**config.mk**
```make
export PLATFORM = sky130hd
export DESIGN_NAME = id_stage
export DESIGN_NICKNAME = d
export VERILOG_FILES = /design/src/rtl/id_stage.sv
export SDC_FILE = /design/constraint.sdc
export NUM_CORES = 1
export LEC_CHECK = 0
export ABC_AREA = 1
export BUFFER_PORTS_ARGS = -buffer_cell sky130_fd_sc_hd__buf_2
export CORE_MARGIN = 2
export CORE_UTILIZATION = 30
export DETAILED_ROUTE_END_ITERATION = 6
export GPL_ROUTABILITY_DRIVEN = 0
export SLEW_MARGIN = 20
export SYNTH_ARGS = -nofsm -noshare
export SYNTH_HDL_FRONTEND = slang
export SYNTH_SLANG_ARGS = --single-unit
export TNS_END_PERCENT = 50
```
**constraint.sdc**
```tcl
create_clock -name CLK -period 1.95 [get_ports CLK]
set_input_delay 0 -clock CLK [delete_from_list [all_inputs] [get_ports CLK]]
set_output_delay 0 -clock CLK [all_outputs]
set_load 0.02 [all_outputs]
```
**src/rtl/id_stage.sv**
```systemverilog
// RV32I decode stage and ID/EX pipeline register: operand fetch with WB->ID bypass,
// immediate and control generation, load-use stall and EX flush handling.
module id_stage #(
    parameter int unsigned     XLEN   = 32,
    parameter logic [XLEN-1:0] NOP_PC = '0
) (
    input  logic            CLK,
    input  logic            RSTN,
    input  logic            IF_VALID,
    input  logic [31:0]     IF_INSTR,
    input  logic [XLEN-1:0] IF_PC,
    output logic [4:0]      RNUM1,
    output logic [4:0]      RNUM2,
    input  logic [XLEN-1:0] RDATA1,
    input  logic [XLEN-1:0] RDATA2,
    input  logic [4:0]      WB_WNUM,
    input  logic [XLEN-1:0] WB_WDATA,
    input  logic            EX_FLUSH,
    output logic            STALL,
    output logic            EX_VALID,
    output logic [XLEN-1:0] EX_PC,
    output logic [XLEN-1:0] EX_RS1VAL,
    output logic [XLEN-1:0] EX_RS2VAL,
    output logic [XLEN-1:0] EX_IMM,
    output logic [4:0]      EX_RS1,
    output logic [4:0]      EX_RS2,
    output logic [4:0]      EX_RD,
    output logic [6:0]      EX_OPCODE,
    output logic [2:0]      EX_FUNCT3,
    output logic            EX_FUNCT7B5,
    output logic            EX_REGWRITE,
    output logic            EX_MEMREAD,
    output logic            EX_MEMWRITE,
    output logic            EX_ILLEGAL
);

    localparam logic [6:0] OPC_LUI    = 7'b0110111;
    localparam logic [6:0] OPC_AUIPC  = 7'b0010111;
    localparam logic [6:0] OPC_JAL    = 7'b1101111;
    localparam logic [6:0] OPC_JALR   = 7'b1100111;
    localparam logic [6:0] OPC_BRANCH = 7'b1100011;
    localparam logic [6:0] OPC_LOAD   = 7'b0000011;
    localparam logic [6:0] OPC_STORE  = 7'b0100011;
    localparam logic [6:0] OPC_OPIMM  = 7'b0010011;
    localparam logic [6:0] OPC_OP     = 7'b0110011;
    localparam logic [6:0] OPC_FENCE  = 7'b0001111;
    localparam logic [6:0] OPC_SYSTEM = 7'b1110011;

    logic [6:0]      opcode;
    logic [4:0]      rd_f;
    logic [XLEN-1:0] imm_i, imm_s, imm_b, imm_u, imm_j;
    logic [XLEN-1:0] imm;
    logic            legal, uses_rs1, uses_rs2, writes_rd, mem_rd, mem_wr;
    logic [XLEN-1:0] op1, op2;
    logic            hazard, bubble;

    assign opcode = IF_INSTR[6:0];
    assign rd_f   = IF_INSTR[11:7];
    assign RNUM1  = IF_INSTR[19:15];
    assign RNUM2  = IF_INSTR[24:20];

    assign imm_i = {{20{IF_INSTR[31]}}, IF_INSTR[31:20]};
    assign imm_s = {{20{IF_INSTR[31]}}, IF_INSTR[31:25], IF_INSTR[11:7]};
    assign imm_b = {{19{IF_INSTR[31]}}, IF_INSTR[31], IF_INSTR[7], IF_INSTR[30:25],
                    IF_INSTR[11:8], 1'b0};
    assign imm_u = {IF_INSTR[31:12], 12'b0};
    assign imm_j = {{11{IF_INSTR[31]}}, IF_INSTR[31], IF_INSTR[19:12], IF_INSTR[20],
                    IF_INSTR[30:21], 1'b0};

    // Unknown opcodes keep uses_rs1 set so a suspicious encoding still waits on a load.
    always_comb begin
        legal     = 1'b1;
        uses_rs1  = 1'b1;
        uses_rs2  = 1'b0;
        writes_rd = 1'b0;
        mem_rd    = 1'b0;
        mem_wr    = 1'b0;
        imm       = '0;
        case (opcode)
            OPC_LUI, OPC_AUIPC: begin
                uses_rs1  = 1'b0;
                writes_rd = 1'b1;
                imm       = imm_u;
            end
            OPC_JAL: begin
                uses_rs1  = 1'b0;
                writes_rd = 1'b1;
                imm       = imm_j;
            end
            OPC_JALR, OPC_OPIMM: begin
                writes_rd = 1'b1;
                imm       = imm_i;
            end
            OPC_LOAD: begin
                writes_rd = 1'b1;
                mem_rd    = 1'b1;
                imm       = imm_i;
            end
            OPC_STORE: begin
                uses_rs2 = 1'b1;
                mem_wr   = 1'b1;
                imm      = imm_s;
            end
            OPC_BRANCH: begin
                uses_rs2 = 1'b1;
                imm      = imm_b;
            end
            OPC_OP: begin
                uses_rs2  = 1'b1;
                writes_rd = 1'b1;
            end
            OPC_FENCE, OPC_SYSTEM: begin
                imm = imm_i;
            end
            default: begin
                legal = 1'b0;
            end
        endcase
    end

    // The register file writes on the same edge we sample, so its read port is stale.
    assign op1 = (WB_WNUM != '0 && WB_WNUM == RNUM1) ? WB_WDATA : RDATA1;
    assign op2 = (WB_WNUM != '0 && WB_WNUM == RNUM2) ? WB_WDATA : RDATA2;

    assign hazard = (uses_rs1 && RNUM1 == EX_RD) || (uses_rs2 && RNUM2 == EX_RD);
    assign STALL  = IF_VALID && EX_VALID && EX_MEMREAD && (EX_RD != '0) && !EX_FLUSH && hazard;
    assign bubble = !IF_VALID || EX_FLUSH || STALL;

    always_ff @(posedge CLK or negedge RSTN) begin
        if (!RSTN) begin
            EX_VALID    <= 1'b0;
            EX_PC       <= NOP_PC;
            EX_RS1VAL   <= '0;
            EX_RS2VAL   <= '0;
            EX_IMM      <= '0;
            EX_RS1      <= '0;
            EX_RS2      <= '0;
            EX_RD       <= '0;
            EX_OPCODE   <= '0;
            EX_FUNCT3   <= '0;
            EX_FUNCT7B5 <= 1'b0;
            EX_REGWRITE <= 1'b0;
            EX_MEMREAD  <= 1'b0;
            EX_MEMWRITE <= 1'b0;
            EX_ILLEGAL  <= 1'b0;
        end else if (bubble) begin
            EX_VALID    <= 1'b0;
            EX_PC       <= NOP_PC;
            EX_RS1VAL   <= '0;
            EX_RS2VAL   <= '0;
            EX_IMM      <= '0;
            EX_RS1      <= '0;
            EX_RS2      <= '0;
            EX_RD       <= '0;
            EX_OPCODE   <= '0;
            EX_FUNCT3   <= '0;
            EX_FUNCT7B5 <= 1'b0;
            EX_REGWRITE <= 1'b0;
            EX_MEMREAD  <= 1'b0;
            EX_MEMWRITE <= 1'b0;
            EX_ILLEGAL  <= 1'b0;
        end else begin
            EX_VALID    <= 1'b1;
            EX_PC       <= IF_PC;
            EX_RS1VAL   <= op1;
            EX_RS2VAL   <= op2;
            EX_IMM      <= imm;
            EX_RS1      <= RNUM1;
            EX_RS2      <= RNUM2;
            EX_RD       <= rd_f;
            EX_OPCODE   <= opcode;
            EX_FUNCT3   <= IF_INSTR[14:12];
            EX_FUNCT7B5 <= IF_INSTR[30];
            EX_REGWRITE <= writes_rd && (rd_f != '0);
            EX_MEMREAD  <= mem_rd;
            EX_MEMWRITE <= mem_wr;
            EX_ILLEGAL  <= !legal;
        end
    end

endmodule
```
# After elaboration in Yosys (flattened, before gate mapping)
# Cells that the tools add are included.
[totals]
register_bits = 159
in_bits = 169
output_inout_bits = 170
word_cells = 79
[classes]
eq_ne = 15
n_mux = 24
n_reduce_logical = 25
[ops]
columns = ["cell", "n"]
rows = [
  ["two-way mux 32 bit", 6],
  ["case mux 32 bit (5 select lines)", 1],
  ["== test 7 bit, second input constant", 4],
  ["== test 7 x 6 -> 1 bit, second input constant", 3],
  ["== test 5 bit", 4],
  ["two-way mux 5 bit", 3],
  ["nonzero test 5 bit", 3],
  ["== test 7 x 5 -> 1 bit, second input constant", 2],
  ["two-way mux 1 bit", 12],
  ["OR reduction 11 bit", 1],
  ["logical AND 1 bit", 10],
  ["== test 7 x 2 -> 1 bit, second input constant", 1],
  ["== test 7 x 4 -> 1 bit, second input constant", 1],
  ["two-way mux 7 bit", 1],
  ["OR reduction 7 bit", 1],
  ["OR reduction 3 bit", 2],
  ["OR reduction 5 bit", 1],
  ["zero test 1 bit", 3],
  ["logical OR 1 bit", 3],
  ["two-way mux 3 bit", 1],
  ["OR reduction 2 bit", 1],
]

# Longest topological paths before layout
[logic_depth]
ltp_word = 8
ltp_mapped = 13
ltp_nobuf = 11

# Worst setup path after synthesis
# Ideal clock, no wire load.
[synth_timing]
path_type = "register to register"
start = "register EX_RD[1]"
end = "register EX_IMM[20]"
setup_ps = 119
arrival_ps = 1455
required_ps = 1831
path_slack_ps = 375
stages_incl_launch_ff = 11
path_buffers = 2
synth_period_minus_slack_ps = 1575
cell_sequence = "dfrtp_1 > xnor2_1 > nand2_1 > nor2_1 > nand3_2 > nand2_1 > nand2_2 > nand2_2 > buf_6 > buf_12 > nor2_4"
[synth_between]
elab_chain_len = 6
word_cells_on_any_way = 11
classes_between = "eq/ne: 2; mux: 1; reduce/logical: 8"
[synth_rtl]
columns = ["item", "line", "rtl"]
rows = [
  ["from (decl)", "27", "output logic [4:0] EX_RD,"],
  ["from (signal assigned)", "170", "EX_RD <= rd_f;"],
  ["== test 5 bit or nonzero test 5 bit (tied branches)", "125, 126", ""],
  ["logical AND 1 bit (on tied branches)", "125, 126", ""],
  ["logical OR 1 bit or logical AND 1 bit (tied branches)", "125, 126", ""],
  ["logical AND 1 bit (*)", "126", "assign STALL = IF_VALID && EX_VALID && EX_MEMREAD && (EX_RD != '0) && !EX_FLUSH && hazard;"],
  ["logical OR 1 bit (*)", "127", "assign bubble = !IF_VALID || EX_FLUSH || STALL;"],
  ["two-way mux 32 bit (*)", "146", "end else if (bubble) begin"],
  ["to (signal assigned)", "167", "EX_IMM <= imm;"],
  ["to (decl)", "24", "output logic [XLEN-1:0] EX_IMM,"],
]
# Every way passes the cells marked *; elsewhere a longest branch is shown, timed or not.

# Worst setup path in the final report
[layout_timing]
start = "input IF_INSTR[15]"
end = "register EX_RS1VAL[1]"
[layout_between]
elab_chain_len = 6
word_cells_on_any_way = 9
classes_between = "eq/ne: 2; mux: 2; reduce/logical: 5"
[layout_rtl]
columns = ["item", "line", "rtl"]
rows = [
  ["from (decl)", "10", "input logic [31:0] IF_INSTR,"],
  ["== test 5 bit", "125", "assign hazard = (uses_rs1 && RNUM1 == EX_RD) || (uses_rs2 && RNUM2 == EX_RD);"],
  ["logical AND 1 bit", "125", ""],
  ["logical OR 1 bit", "125", ""],
  ["logical AND 1 bit", "126", ""],
  ["logical OR 1 bit", "127", ""],
  ["two-way mux 32 bit (*)", "146", ""],
  ["to (signal assigned)", "165", "EX_RS1VAL <= op1;"],
  ["to (decl)", "22", "output logic [XLEN-1:0] EX_RS1VAL,"],
]
# Marks and branches as above.

==> impl_metrics.py <==
metrics = {
    "outcome": {
        "status": "finished with violations",
        "violations": "hold timing",
    },
    "synthesis": {
        "synthCells": 791,
        "synth.area.mux_share_pct": 0,
        "avgSynthCellArea_sq_um": 8.856,
        "async_reset_ff_share_pct": 100.0,
        "synth_top_family_by_area": "simple AND/OR/NAND/NOR gates",
        "synth_ff_type": "dfrtp_1",
        "syn-cell-area_sq_um": 7005,
        "synth-edff-count": 0,
        "synth-xor-area-share_pct": 2.000,
        "synth_nets": 960,
        "yosys_warnings": 0,
        "synthSimpleGateAreaFrac_pct": 23.13,
        "ys_seq_area_share_pct": 56.80,
        "yosys.area_share.adder_pct": 0,
        "synth_cell_types": 22,
        "synth.ff_latch_count": 159,
        "synth-compound-area-share_pct": 5.608,
    },
    "layout": {
        "final_common_cell": "buf_2",
        "n_antenna_cell": 0,
        "fillers": 2105,
        "final_cell_mix": "334 x buf_2, 208 x nor2_1, 159 x dfrtp_1",
        "drive_gt1_share_pct": 38.07,
        "syn_to_final_growth_pct": 63.58,
        "nets": 1459,
    },
    "critical_path": {
        "r2r_cells": 9,
        "timing.rr.start": "EX_RD[3]$_DFF_PN0_",
        "crit_required_ns": 2.30,
        "cp-start-kind": "primary input",
        "r2r-end": "EX_IMM[6]$_DFF_PN0_",
        "crit_arrival_ns": 2.26,
        "end_kind": "flop",
        "critPathKind": "primary input to flop",
        "reg2reg_slack_ns": 0.19,
        "crit_fanout": 16,
    },
    "detailed_routing": {
        "vias": 6942,
        "first_iter_violations": 362,
        "routed_wirelength_mm": 25.02,
        "final_antenna_net_count": 0,
        "drt-vias-per-instance": 4.296,
        "drcViolationCount": 0,
        "routedWlPerCell_um": 15.48,
        "drt_first_pass_iters": 5,
    },
    "clock_tree": {
        "cts.reportedPaths.clkPinSlew_ns": 0.07,
        "cts_root_buf": "clkbuf_16",
        "cts_sinks": 159,
        "cts_tree": "built",
        "ctsLongestPathBuffers": 2,
        "cts_max_level": 4,
        "cts_made_buffers": 17,
        "clk_latency_ns": 0.41,
    },
    "grt": {
        "grt_pass1_vias": 7053,
        "grt_overflow": 0,
        "grt_max_degree": 65,
        "grt_pass1_wl_mm": 35.74,
        "grt_util_all_layers_pct": 18.90,
        "grt_antenna_before_repair": 0,
    },
    "min_path": {
        "whs_path_depth": 5,
        "hold_start": "RDATA2[16]",
        "hp-class": "primary input to flop",
        "holdPathEnd": "EX_RS2VAL[16]$_DFF_PN0_",
    },
    "sta": {
        "tightestPinTransition_ns": 0.6554,
        "setup_viol_count_final": 0,
        "max_slew_margin_pct": 56.31,
        "skew_ns": 0.008973,
        "max_freq_ghz": 0.5237,
        "slew_viol_final": 0,
        "hold_viol": 1,
        "timing.hold.ws_ns": -0.02233,
        "timing.final.crit_share_pct": 97.93,
        "period_minus_slack_ns": 1.910,
        "tns_ns": 0,
    },
    "die": {
        "die_w_um": 156.8,
        "die_area_sq_um": 24590,
        "initial_core_util_pct": 30.76,
        "core_area_sq_um": 22780,
        "rows": 55,
        "ios": 339,
        "die_h_um": 156.8,
    },
    "pwr": {
        "p_comb_share_pct": 17.1,
        "clkPwrFrac_pct": 41.0,
        "power_density_nw_per_um2": 717.7,
        "vdd_drop_max_uv": 489.8,
        "power.internal_w": 0.006023,
        "p_seq_share_pct": 41.9,
        "p_switching_w": 0.002202,
        "p_sw_share_pct": 26.77,
        "leakagePower_nw": 6.503,
    },
    "run": {
        "max_cap_violations": 0,
    },
    "placement": {
        "dp_hpwl_mm": 15.98,
        "port_buffers": 338,
    },
}
-- power by group through the flow --
stage / combinational, W / clock, W / sequential [W]
2_1_floorplan: 0.000433 / 0 / 0.00365
3_3_place_gp: 0.00108 / 0 / 0.00350
3_5_place_dp: 0.00109 / 0 / 0.00350
4_1_cts: 0.00136 / 0.00347 / 0.00344
5_1_grt: 0.00154 / 0.00361 / 0.00345
6_report: 0.00141 / 0.00337 / 0.00344
-- cells by family (layout without fill, tap and decap cells) --
kind of cell / Yosys count / count (layout)
AND/OR/NAND/NOR: 352 / 352
buffers and inverters: 186 / 698
flip-flops: 159 / 159
AO/OA/AOI/OAI: 78 / 78
XOR/XNOR: 16 / 16
-- per-stage QoR --
stage               area, sq um  setup slack, ns  instances  utilization [%]  power [W]
detailed placement         9046           0.1863       1418            39.71   0.004592
global placement           9046           0.2160       1418            39.71   0.004580
global route              11460         -0.01186       1616            50.31   0.008600
finish                    11460          0.04041       1616            50.31   0.008225
CTS                       11240          0.02182       1610            49.34   0.008267
floorplan                  7005           0.3755        791                -   0.004085
-- Yosys cell counts (7+ instances only) --
cell      instances  share of area, %
nor2_4           10               1.6
xnor2_1          16               2.0
inv_2            12              0.64
nand2_1          37               2.0
buf_6            15               2.4
buf_2             7              0.50
nor2_2           66               5.9
inv_1           132               7.1
dfrtp_1         159                57
nor2_1          208                11
buf_4            10               1.1
nand3_1          18               1.3
clkbuf_1          9              0.48
a21oi_1          72               5.1
-- registers in the layout, indices dropped and copies added (netlist names), 5 cells and up --
register,count
EX_RS1VAL,32
EX_RS1,5
EX_RD,5
EX_RS2VAL,32
EX_PC,32
EX_RS2,5
EX_IMM,32
EX_OPCODE,7
-- cell type report --
| cell class | instances | area (sq um) | share of cell area (%) |
|---|---|---|---|
| clock buffer | 21 | 460.4 | 4.018 |
| clock inverter | 11 | 130.1 | 1.136 |
| inverter | 144 | 540.5 | 4.717 |
| multi-input combinational | 446 | 2216 | 19.34 |
| sequential | 159 | 3979 | 34.72 |
| tap | 313 | 391.6 | 3.417 |
| timing repair buffer | 522 | 3742 | 32.66 |
-- per-layer routing --
layer,track usage [%],vias to the layer above,wire (um)
met5,0,-,0
met4,6.509,0,571
met2,33.69,279,12900
li1,-,3330,-
met1,21.17,3289,9542
met3,6.092,44,2002
-- worst max-delay path: stages --
cell	delay [ns]
dlygate4sd3_1	0.54
buf_2	0.17
xnor2_2	0.16
nand3_1	0.14
nor2_4	0.18
buf_12	0.13
clkbuf_16	0.18
a21oi_1	0.08
dlygate4sd3_1	0.57
nor2_1	0.10
-- worst max-delay path by stage --
stage                             from                       to  slack [ns]
floorplan           EX_RD[1]$_DFF_PN0_     EX_IMM[20]$_DFF_PN0_        0.38
global placement    EX_RD[2]$_DFF_PN0_      EX_IMM[2]$_DFF_PN0_        0.22
detailed placement  EX_RD[2]$_DFF_PN0_      EX_IMM[6]$_DFF_PN0_        0.19
CTS                       IF_INSTR[21]  EX_RS2VAL[29]$_DFF_PN0_        0.02
global route              IF_INSTR[22]  EX_RS2VAL[23]$_DFF_PN0_       -0.01
finish                    IF_INSTR[15]   EX_RS1VAL[1]$_DFF_PN0_        0.04
-- what timing repair did --
| item | CTS | global route |
|---|---|---|
| resized for setup | 0 | 20 |
| setup buffers | 0 | 4 |
| setup endpoints to repair | 0 | 30 |
| endpoints found under the hold margin | 204 | 1 |
| hold buffers | 160 | 1 |
No activity file was read; power rests on OpenSTA's default activity.
